[src/rtl/video_pat_pkg.sv]
// Shared types and constants for the video test-pattern generator.
package video_pat_pkg;

   typedef enum logic [1:0] {
      MODE_FLAT  = 2'd0,
      MODE_RAMP  = 2'd1,
      MODE_SWEEP = 2'd2,
      MODE_BARS  = 2'd3
   } mode_e;

   typedef enum logic {
      ST_IDLE = 1'b0,
      ST_PEND = 1'b1
   } state_e;

   typedef struct packed {
      logic neg;
      logic dbl;
   } chroma_ent_t;

   // Phase 7 down to 0: {+1, +2, +2, +1, -1, -2, -2, -1} read from phase 0 upward
   localparam chroma_ent_t [7:0] CHROMA_TAB = {2'b10, 2'b11, 2'b11, 2'b10,
                                               2'b00, 2'b01, 2'b01, 2'b00};

   localparam int LATENCY = 3;

endpackage

[src/rtl/video_pat_chroma_lut.sv]
// Subcarrier phase to signed chroma amplitude (1x or 2x C_CAMP).
module video_pat_chroma_lut
   import video_pat_pkg::*;
#(
   parameter int C_CAMP = 3,
   parameter int C_W    = 7
) (
   input  logic [2:0]            phase_i,
   output logic signed [C_W-1:0] chroma_o
);

   localparam logic signed [C_W-1:0] AMP1 = C_W'(C_CAMP);
   localparam logic signed [C_W-1:0] AMP2 = C_W'(2 * C_CAMP);

   chroma_ent_t ent_s;

   always_comb begin
      ent_s = CHROMA_TAB[phase_i];
      case ({ent_s.neg, ent_s.dbl})
         2'b00:   chroma_o = AMP1;
         2'b01:   chroma_o = AMP2;
         2'b10:   chroma_o = -AMP1;
         2'b11:   chroma_o = -AMP2;
         default: chroma_o = AMP1;
      endcase
   end

endmodule

[src/rtl/video_pat_gen.sv]
// Composite test-pattern mixer: 3-stage pipeline plus frame-synchronous mode handshake.
// Optional fade-in after each mode change is enabled by defining VIDEO_PAT_FADE_EN.
module video_pat_gen
   import video_pat_pkg::*;
#(
   parameter int C_VW       = 5,
   parameter int C_PEDE     = 12,
   parameter int C_CAMP     = 3,
   parameter int C_MODE_RST = 1
) (
   input  logic            CK_i,
   input  logic            RST_i,
   input  logic            CK_EE_i,
   input  logic [9:0]      HCTRs_i,
   input  logic [8:0]      VCTRs_i,
   input  logic [7:0]      FCTRs_i,
   input  logic            XBLK_i,
   input  logic            COLOR_BAR_NOW_i,
   input  logic            XSYNC_i,
   input  logic [2:0]      CPHs_i,
   input  logic [1:0]      MODE_i,
   input  logic            MODE_REQ_i,
   output logic            MODE_ACK_o,
   output logic [1:0]      MODE_o,
   output logic [C_VW-1:0] VIDEOs_o
);

   localparam int SW = C_VW + 2;
   localparam int FW = C_VW + 4;
   localparam logic signed [SW-1:0] PEDE_S = SW'(C_PEDE);
   localparam logic [C_VW-1:0]      PEDE_V = C_VW'(C_PEDE);

   function automatic logic signed [FW-1:0] fade_f(input logic signed [FW-1:0] x,
                                                  input logic [2:0] k);
      logic signed [FW-1:0] p;
      case (k)
         3'd0:    p = '0;
         3'd1:    p = x;
         3'd2:    p = x <<< 1;
         3'd3:    p = x + (x <<< 1);
         default: p = x <<< 2;
      endcase
      return p >>> 2;
   endfunction

   function automatic logic [C_VW-1:0] clip_f(input logic signed [SW-1:0] s);
      if (s[SW-1])
         return '0;
      else if (s[SW-2])
         return '1;
      else
         return s[C_VW-1:0];
   endfunction

   state_e state_q;
   mode_e  mode_q, pend_q;
   logic   ack_q;
   logic   frame_start_s;

   assign frame_start_s = (HCTRs_i == 10'd0) && (VCTRs_i == 9'd0);

   always_ff @(posedge CK_i) begin
      if (RST_i) begin
         state_q <= ST_IDLE;
         mode_q  <= mode_e'(2'(C_MODE_RST));
         pend_q  <= MODE_FLAT;
         ack_q   <= 1'b0;
      end else if (CK_EE_i) begin
         ack_q <= 1'b0;
         case (state_q)
            ST_IDLE: begin
               if (MODE_REQ_i) begin
                  pend_q  <= mode_e'(MODE_i);
                  state_q <= ST_PEND;
               end
            end
            ST_PEND: begin
               if (frame_start_s) begin
                  mode_q  <= pend_q;
                  ack_q   <= 1'b1;
                  state_q <= ST_IDLE;
               end
               // A request coinciding with the apply is queued for the next frame
               if (MODE_REQ_i) begin
                  pend_q  <= mode_e'(MODE_i);
                  state_q <= ST_PEND;
               end
            end
            default: state_q <= ST_IDLE;
         endcase
      end
   end

   logic [2:0] s1_k_s;

`ifdef VIDEO_PAT_FADE_EN
   logic [2:0] fade_k_q, s1_k_q;
   logic       apply_s;

   assign apply_s = (state_q == ST_PEND) && frame_start_s;

   always_ff @(posedge CK_i) begin
      if (RST_i) begin
         fade_k_q <= 3'd4;
         s1_k_q   <= 3'd4;
      end else if (CK_EE_i) begin
         if (apply_s)
            fade_k_q <= 3'd0;
         else if (frame_start_s && (fade_k_q != 3'd4))
            fade_k_q <= fade_k_q + 3'd1;
         s1_k_q <= fade_k_q;
      end
   end

   assign s1_k_s = s1_k_q;
`else
   assign s1_k_s = 3'd4;
`endif

   logic [7:0] s1_h_q, s1_v_q, s1_f_q;
   logic [2:0] s1_cph_q;
   logic       s1_xblk_q, s1_burst_q, s1_xsync_q;
   mode_e      s1_mode_q;

   logic              s2_xblk_q, s2_burst_q, s2_xsync_q;
   logic signed [SW-1:0] s2_delta_q, s2_chroma_q, s2_bst_q;
   logic signed [SW-1:0] s2_delta_d, s2_chroma_d;
   logic [C_VW-1:0]   video_q, video_d;

   logic [7:0]           r_s;
   logic [2:0]           bar_s, inv_bar_s, act_ph_s, bst_ph_s;
   logic signed [SW-1:0] act_c_s, bst_c_s;
   logic signed [FW-1:0] delta_s, chroma_s;
   logic signed [SW-1:0] sum_s;

   assign bar_s     = s1_h_q[7:5];
   assign inv_bar_s = 3'd7 - bar_s;
   assign act_ph_s  = s1_cph_q + bar_s;
   assign bst_ph_s  = s1_cph_q + 3'd4;

   video_pat_chroma_lut #(.C_CAMP(C_CAMP), .C_W(SW)) u_lut_act (
      .phase_i  (act_ph_s),
      .chroma_o (act_c_s)
   );

   video_pat_chroma_lut #(.C_CAMP(C_CAMP), .C_W(SW)) u_lut_bst (
      .phase_i  (bst_ph_s),
      .chroma_o (bst_c_s)
   );

   always_comb begin
      r_s      = s1_h_q + s1_v_q + s1_f_q;
      delta_s  = '0;
      chroma_s = '0;
      case (s1_mode_q)
         MODE_FLAT: begin
            delta_s  = '0;
            chroma_s = '0;
         end
         MODE_RAMP: begin
            delta_s  = FW'({r_s >> (10 - C_VW), 1'b0});
            chroma_s = '0;
         end
         MODE_SWEEP: begin
            delta_s  = FW'({r_s >> (10 - C_VW), 1'b0});
            chroma_s = FW'(act_c_s);
         end
         MODE_BARS: begin
            delta_s = FW'(inv_bar_s) << (C_VW - 4);
            if ((bar_s == 3'd0) || (bar_s == 3'd7))
               chroma_s = '0;
            else
               chroma_s = FW'(act_c_s);
         end
         default: begin
            delta_s  = '0;
            chroma_s = '0;
         end
      endcase
      s2_delta_d  = SW'(fade_f(delta_s, s1_k_s));
      s2_chroma_d = SW'(fade_f(chroma_s, s1_k_s));
   end

   // Output select: sync beats burst beats blank beats active picture
   always_comb begin
      sum_s   = '0;
      video_d = PEDE_V;
      if (!s2_xsync_q) begin
         video_d = '0;
      end else if (s2_burst_q) begin
         sum_s   = PEDE_S + s2_bst_q;
         video_d = clip_f(sum_s);
      end else if (!s2_xblk_q) begin
         video_d = PEDE_V;
      end else begin
         sum_s   = PEDE_S + s2_delta_q + s2_chroma_q;
         video_d = clip_f(sum_s);
      end
   end

   always_ff @(posedge CK_i) begin
      if (RST_i) begin
         s1_h_q      <= 8'd0;
         s1_v_q      <= 8'd0;
         s1_f_q      <= 8'd0;
         s1_cph_q    <= 3'd0;
         s1_xblk_q   <= 1'b0;
         s1_burst_q  <= 1'b0;
         s1_xsync_q  <= 1'b1;
         s1_mode_q   <= MODE_FLAT;
         s2_xblk_q   <= 1'b0;
         s2_burst_q  <= 1'b0;
         s2_xsync_q  <= 1'b1;
         s2_delta_q  <= '0;
         s2_chroma_q <= '0;
         s2_bst_q    <= '0;
         video_q     <= PEDE_V;
      end else if (CK_EE_i) begin
         s1_h_q      <= HCTRs_i[8:1];
         s1_v_q      <= VCTRs_i[7:0];
         s1_f_q      <= FCTRs_i;
         s1_cph_q    <= CPHs_i;
         s1_xblk_q   <= XBLK_i;
         s1_burst_q  <= COLOR_BAR_NOW_i;
         s1_xsync_q  <= XSYNC_i;
         s1_mode_q   <= mode_q;
         s2_xblk_q   <= s1_xblk_q;
         s2_burst_q  <= s1_burst_q;
         s2_xsync_q  <= s1_xsync_q;
         s2_delta_q  <= s2_delta_d;
         s2_chroma_q <= s2_chroma_d;
         s2_bst_q    <= bst_c_s;
         video_q     <= video_d;
      end
   end

   assign VIDEOs_o   = video_q;
   assign MODE_o     = mode_q;
   assign MODE_ACK_o = ack_q & CK_EE_i;

endmodule

[config.mk]
export PLATFORM = sky130hd
export DESIGN_NAME = video_pat_gen
export DESIGN_NICKNAME = d
export VERILOG_FILES = /design/src/rtl/video_pat_pkg.sv /design/src/rtl/video_pat_chroma_lut.sv /design/src/rtl/video_pat_gen.sv
export SDC_FILE = /design/constraint.sdc
export NUM_CORES = 1
export LEC_CHECK = 0
export CORE_AREA = 2 2 108 84
export DETAILED_ROUTE_END_ITERATION = 8
export DIE_AREA = 0 0 110 86
export GPL_ROUTABILITY_DRIVEN = 0
export PLACE_DENSITY_LB_ADDON = 0.2
export SYNTH_ARGS = -nofsm -noshare
export SYNTH_HDL_FRONTEND = slang
export SYNTH_HIERARCHICAL = 1
export SYNTH_SLANG_ARGS = --single-unit
[constraint.sdc]
create_clock -name CK_i -period 1.95 [get_ports CK_i]
set_input_delay 0.4875 -clock CK_i [delete_from_list [all_inputs] [get_ports CK_i]]
set_output_delay 0.4875 -clock CK_i [all_outputs]
set_load 0.01 [all_outputs]
After elaboration in Yosys (flattened, before gate mapping)
Memory sizes are Yosys's and may differ from the RTL's.
Index checks and enable logic that the tools add are counted.
{"block": "totals", "mem_bits_ro": 32, "mem_count": 2, "out_inout_bits": 8, "in_bits": 39, "word_cells": 76, "ff_bits": 67}
{"memory": "(name not given)", "depth": 8, "width": 2, "read_ports": 1, "rd_ports_with_merged_regs": 0, "wr": 0, "line": "video_pat_chroma_lut.sv:18", "text": "ent_s = CHROMA_TAB[phase_i];"}
{"memory": "(name not given)", "depth": 8, "width": 2, "read_ports": 1, "rd_ports_with_merged_regs": 0, "wr": 0, "line": "video_pat_chroma_lut.sv:18"}
{"block": "op_classes", "bitwise": 2, "addsub": 8, "order_cmp": 2, "eq_ne": 10, "n_mux": 21, "n_reduce_logical": 12}
{"operator": "$pmux W7 S4", "n": 2}
{"operator": "$pmux W7 S3", "n": 2}
{"operator": "$mux W5", "n": 7}
{"operator": "$add A8 B8 Y8", "n": 2}
{"operator": "$add A5 B7 Y7 const A", "n": 2}
{"operator": "$eq A2 B2 Y1 const B", "n": 6}
{"operator": "$logic_not A10 Y1", "n": 1}
{"operator": "$logic_not A9 Y1", "n": 1}
{"operator": "$lt A3 B4 Y1 const B", "n": 2}
{"operator": "$add A7 B7 Y7", "n": 1}
{"operator": "$mux W7", "n": 1}
{"operator": "$eq A2 B1 Y1 const B", "n": 3}
{"operator": "$logic_not A2 Y1", "n": 3}
{"operator": "$mux W2", "n": 3}
{"operator": "$mux W1", "n": 5}
{"operator": "$reduce_or A2 Y1", "n": 2}
{"operator": "$add A3 B3 Y3", "n": 1}
{"operator": "$add A3 B3 Y3 const B", "n": 1}
{"operator": "$eq A3 B3 Y1 const B", "n": 1}
{"operator": "$logic_not A3 Y1", "n": 1}
{"operator": "$reduce_and A3 Y1", "n": 1}
{"operator": "$sub A3 B3 Y3 const A", "n": 1}
{"operator": "$pmux W1 S2", "n": 1}
{"operator": "$reduce_and A2 Y1", "n": 1}
{"operator": "4 further kinds", "n": 4}

Depth between registers and ports, before layout
{"block": "depth", "word_depth": 7, "mapped_depth": 11, "depth_no_buf": 11}

Cells and area by module
Netlist, hierarchy kept.
{"mod": "video_pat_gen", "area_each_um2": 3160.5, "seq_area_each_um2": 1261.2, "cells_each": 338, "instances": 1}
{"mod": "video_pat_chroma_lut", "area_each_um2": 66.3, "seq_area_each_um2": 0.0, "cells_each": 8, "instances": 2}

Worst setup path before layout
Ideal clock, no wire load.
{"block": "synth_timing", "path_kind": "register -> register", "start": "register s1_h_q[5]", "end": "register s2_chroma_q[5]", "n_path_buf": 1, "path_stages_with_launch": 12, "t_required_ps": 1822, "path_slack_ps": -191, "t_arrival_ps": 2013, "path_cell_list": "dfxtp_1 ha_1 inv_1 fa_1 inv_1 xnor2_2 inv_1 ha_1 a21o_1 buf_4 a22oi_1 nor2_1"}
{"block": "synth_between", "elab_chain_cells": 7, "word_cells_on_any_way": 13}
{"element": "from (decl)", "line": "video_pat_gen.sv:120", "text": "logic [7:0] s1_h_q, s1_v_q, s1_f_q;"}
{"element": "from (signal assigned)", "line": "video_pat_gen.sv:219", "text": "s1_h_q <= HCTRs_i[8:1];"}
{"element": "$add A3 B3 Y3 *", "line": "video_pat_gen.sv:138", "text": "assign act_ph_s = s1_cph_q + bar_s;"}
{"element": "named net act_ph_s[1]", "line": "video_pat_gen.sv:131", "text": "logic [2:0] bar_s, inv_bar_s, act_ph_s, bst_ph_s;"}
{"element": "$mem_v2 Z8 W2 *"}
{"element": "$mux W2 (not written as such) *", "line": "video_pat_chroma_lut.sv:18"}
{"element": "$eq A2 B2 Y1, or another cell as far along", "line": "video_pat_chroma_lut.sv:19", "text": "case ({ent_s.neg, ent_s.dbl})"}
{"element": "$pmux W7 S4 *", "line": "video_pat_chroma_lut.sv:19"}
{"element": "named net act_c_s[5]", "line": "video_pat_gen.sv:132", "text": "logic signed [SW-1:0] act_c_s, bst_c_s;"}
{"element": "$mux W7", "line": "video_pat_gen.sv:170", "text": "if ((bar_s == 3'd0) || (bar_s == 3'd7))"}
{"element": "$pmux W7 S3 *", "line": "video_pat_gen.sv:155", "text": "case (s1_mode_q)"}
{"element": "to (signal assigned)", "line": "video_pat_gen.sv:231", "text": "s2_chroma_q <= s2_chroma_d;"}
{"element": "to (decl)", "line": "video_pat_gen.sv:126", "text": "logic signed [SW-1:0] s2_delta_q, s2_chroma_q, s2_bst_q;"}
The timed path passes the listed nets; every way through them passes the cells marked *. The select of a mux whose other input is x is not followed.
A chain may end at the register's enable or synchronous reset.

Final worst setup path
{"block": "layout_timing", "start": "register s2_delta_q[2]", "end": "register video_q[3], in the netlist VIDEOs_o[3]"}
{"block": "layout_between", "elab_chain_cells": 7}
{"element": "from (decl)", "line": "video_pat_gen.sv:126"}
{"element": "from (signal assigned)", "line": "video_pat_gen.sv:230", "text": "s2_delta_q <= s2_delta_d;"}
{"element": "$add A5 B7 Y7 *", "line": "video_pat_gen.sv:196", "text": "sum_s = PEDE_S + s2_delta_q + s2_chroma_q;"}
{"element": "$add A7 B7 Y7 *", "line": "video_pat_gen.sv:196"}
{"element": "$mux W5", "line": "video_pat_gen.sv:49", "text": "else if (s[SW-2])"}
{"element": "$mux W5 *", "line": "video_pat_gen.sv:47", "text": "if (s[SW-1])"}
{"element": "$mux W5 *", "line": "video_pat_gen.sv:193", "text": "end else if (!s2_xblk_q) begin"}
{"element": "$mux W5 *", "line": "video_pat_gen.sv:190", "text": "end else if (s2_burst_q) begin"}
{"element": "$mux W5 *", "line": "video_pat_gen.sv:188", "text": "if (!s2_xsync_q) begin"}
{"element": "to (signal assigned)", "line": "video_pat_gen.sv:233", "text": "video_q <= video_d;"}
{"element": "to (decl)", "line": "video_pat_gen.sv:128", "text": "logic [C_VW-1:0] video_q, video_d;"}
Mark *: on every way between the ends. The rest lies on a longest branch, timed or not.

==> results.yml <==
outcome:
  status: "complete, but fails checks"
  violations: "negative setup slack"
timing:
  setup_violations: 12
  hold_viol_final: 0
  rsz0062_at_grt: "yes"
  fin_ws_ns: -0.1048
  finalSetupTns_ns: -0.6526
  drv_slew: 0
  tightest_slew_ns: 0.6658
  slew-limit-headroom: 0.5545
  layout_min_cycle_time_ns: 2.055
  fin_crit_sh: 1.054
  clock.fmax_mhz: 486.7
  fin_skew_ns: 0.007117
yosys:
  synth_area_leaders: "dfxtp_1 38%, mux2i_1 12%, ha_1 7.2%"
  synth_flop_cell: "dfxtp_1"
  async_flop_share: 0
  ys_seq_elements: 63
  netlist_area_um2: 3293
  synth-edff-count: 0
  yosysUniqueCellTypes: 48
  yosysTopAreaCell: "dfxtp_1"
  avgSynthCellArea_um2: 9.303
  syn_inst: 354
  ys_seq_area_frac: 0.3830
  synth_top_area_share: 0.3830
  syn_nets: 420
  yosys_warnings: 6
setup_path:
  critical_path.slowest_cell: "dfxtp_2"
  crit_path_cell_trace: "inv_2 > ha_4 > inv_4 > ha_4 > inv_2 > fa_2 > nor2b_1 > o21ai_1 > xor2_1 > buf_4 > a31oi_2 > o21ai_1"
  reg2reg_depth: 12
  reg2reg_slack_ns: -0.10
  required_ns: 2.18
  crit_arrival_ns: 2.29
  worst-path-buf-inv: 4
  critPathKind: "reg -> reg"
  cpLargestDelayFamily: "adder cells"
  r2r-start: "s2_delta_q[2]"
  critical-path-max-stage-delay_ns: 0.34
  timing.rr.end: "VIDEOs_o[3]"
  cp-end-kind: "flip-flop"
  critPathMaxFanout: 2
  critPathLaunchType: "flip-flop"
worst_hold_path:
  min_path_cells: 2
  min-delay-start: "RST_i"
  hp-class: "in -> reg"
  hold-path-endpoint: "s2_chroma_q[5]"
floorplan:
  die_y_um: 86
  rows: 29
  fp.dieArea_um2: 9460
  design.core.area_um2: 8309
  initial_core_util: 0.3963
  fp.dieW_um: 110
  ioPinCount: 47
global_route:
  groute.usage.overall: 0.1687
  overflow: 0
  grt_antenna_before_repair: 0
  grt_pass1_wl_um: 12240
  grt_start_max_net_pins: 30
  grt_pass1_vias: 2505
clocking:
  clockRootBuffer: "clkbuf_8"
  cts_sinks: 63
  cts_tree: "yes"
  h-tree-depth: 3
  clk_pin_slew_worst_paths_ns: 0.07
  clock_path_buffers: 2
  cts-buffers-inserted: 9
  worstSkewPairLatency_ns: 0.35
cells_and_area:
  stdcell_count: 533
  drive_gt1_frac: 0.2329
  area_growth_pct: 35.71
  final_common_cell: "nor2_1"
  fin_nets: 486
  mostFrequentLayoutCells: "58 x nor2_1, 54 x dfxtp_1, 44 x clkdlybuf4s50_1"
  num_antenna_cells: 0
placement:
  hpwl_um: 5324
  portBuffers: 46
  place_inst: 517
  dp_slack_ns: -0.1788
detailed_routing:
  antenna_left: 0
  vias: 2588
  wl_per_cell_um: 13.56
  drc_errors: 0
  dr.pass1.iters: 4
  via_per_inst: 4.856
  routed_wl_um: 7230
  drt_iter0_markers: 92
power_and_ir_drop:
  vdd_drop_max_mv: 0.4858
  p_per_area_nw_per_um2: 758.1
  p_leak_nw: 1.896
run:
  max-cap-violations: 0
-- logic make-up after synthesis --
kind of cell | synth area share
adder cells (fa/ha/maj) | 0.1208
XOR/XNOR | 0.04445
flip-flops | 0.3830
multiplexers | 0.1246
buffers and inverters | 0.06611
AND/OR/NAND/NOR | 0.1619
AO/OA/AOI/OAI | 0.09917
-- what timing repair did --
item,in CTS,in global routing
cloned,0,0
pin swaps,18,13
buffers inserted,1,1
gates resized for setup,27,16
setup endpoints to repair,12,13
hold buffers,0,0
-- synthesized netlist by cell type (all sizes together) (3+ instances only) --
cell	n
dfxtp	63
nor2	59
mux2i	41
inv	29
ha	19
buf	18
nand2	15
a21oi	14
xnor2	12
nor3	10
fa	8
o21ai	7
a22o	6
nand3	6
nor2b	5
a21o	4
nand3b	3
xor2	3
-- state kept, by name, indices dropped and copies added (netlist names), 2 cells and up --
signal	count
pend_q	2
s2_delta_q	3
s2_bst_q	7
s1_cph_q	3
s1_f_q	8
s1_mode_q	2
s1_v_q	8
s1_h_q	8
VIDEOs_o	5
s2_chroma_q	7
MODE_o	2
-- stage by stage --
stage | utilization | power (W) | hold WS, ns | instance area, um^2
after floorplan | - | 0.001779 | 0.4314 | 3328
after global placement | 0.4841 | 0.001960 | 0.4455 | 4023
after detailed placement | 0.4841 | 0.001969 | 0.4484 | 4023
after CTS | 0.5267 | 0.003386 | 0.4255 | 4377
after global routing | 0.5379 | 0.003539 | 0.4536 | 4469
final | 0.5379 | 0.003388 | 0.4436 | 4469
-- worst max path at each step --
stage | from | end | slack [ns] | cells past startpoint
floorplan | s1_h_q[5] | s2_chroma_q[5] | -0.07 | 11
global placement | s1_h_q[5] | s2_delta_q[3] | -0.11 | 7
finish | s2_delta_q[2] | VIDEOs_o[3] | -0.10 | 12
global route | s2_delta_q[2] | VIDEOs_o[4] | -0.25 | 12
CTS | s2_chroma_q[2] | VIDEOs_o[2] | -0.14 | 11
detailed placement | s2_delta_q[2] | VIDEOs_o[2] | -0.18 | 11
-- cell type report --
cell class | instances | area, um^2
Sequential cell | 63 | 1275
Inverter | 29 | 111.4
Clock buffer | 11 | 162.7
Multi-Input combinational cell | 242 | 2031
Clock inverter | 5 | 86.33
Fill cell | 761 | 3840
Timing Repair Buffer | 75 | 668.1
Tap cell | 108 | 135.1
-- per-layer routing --
layer  routed length [um]  global-route usage
met2                 3120              0.2471
met5                    0                   0
met4                  103             0.05524
met3                  324             0.03723
met1                 3681              0.2444
-- where the power goes --
part / internal (W) / switching (W) / total (W)
combinational: 0.000312 / 0.000276 / 0.000588
clock: 0.000841 / 0.000551 / 0.00139
sequential: 0.00135 / 0.0000574 / 0.00141
total: 0.00250 / 0.000884 / 0.00339
Note: power is estimated with default switching activity, not from simulation.
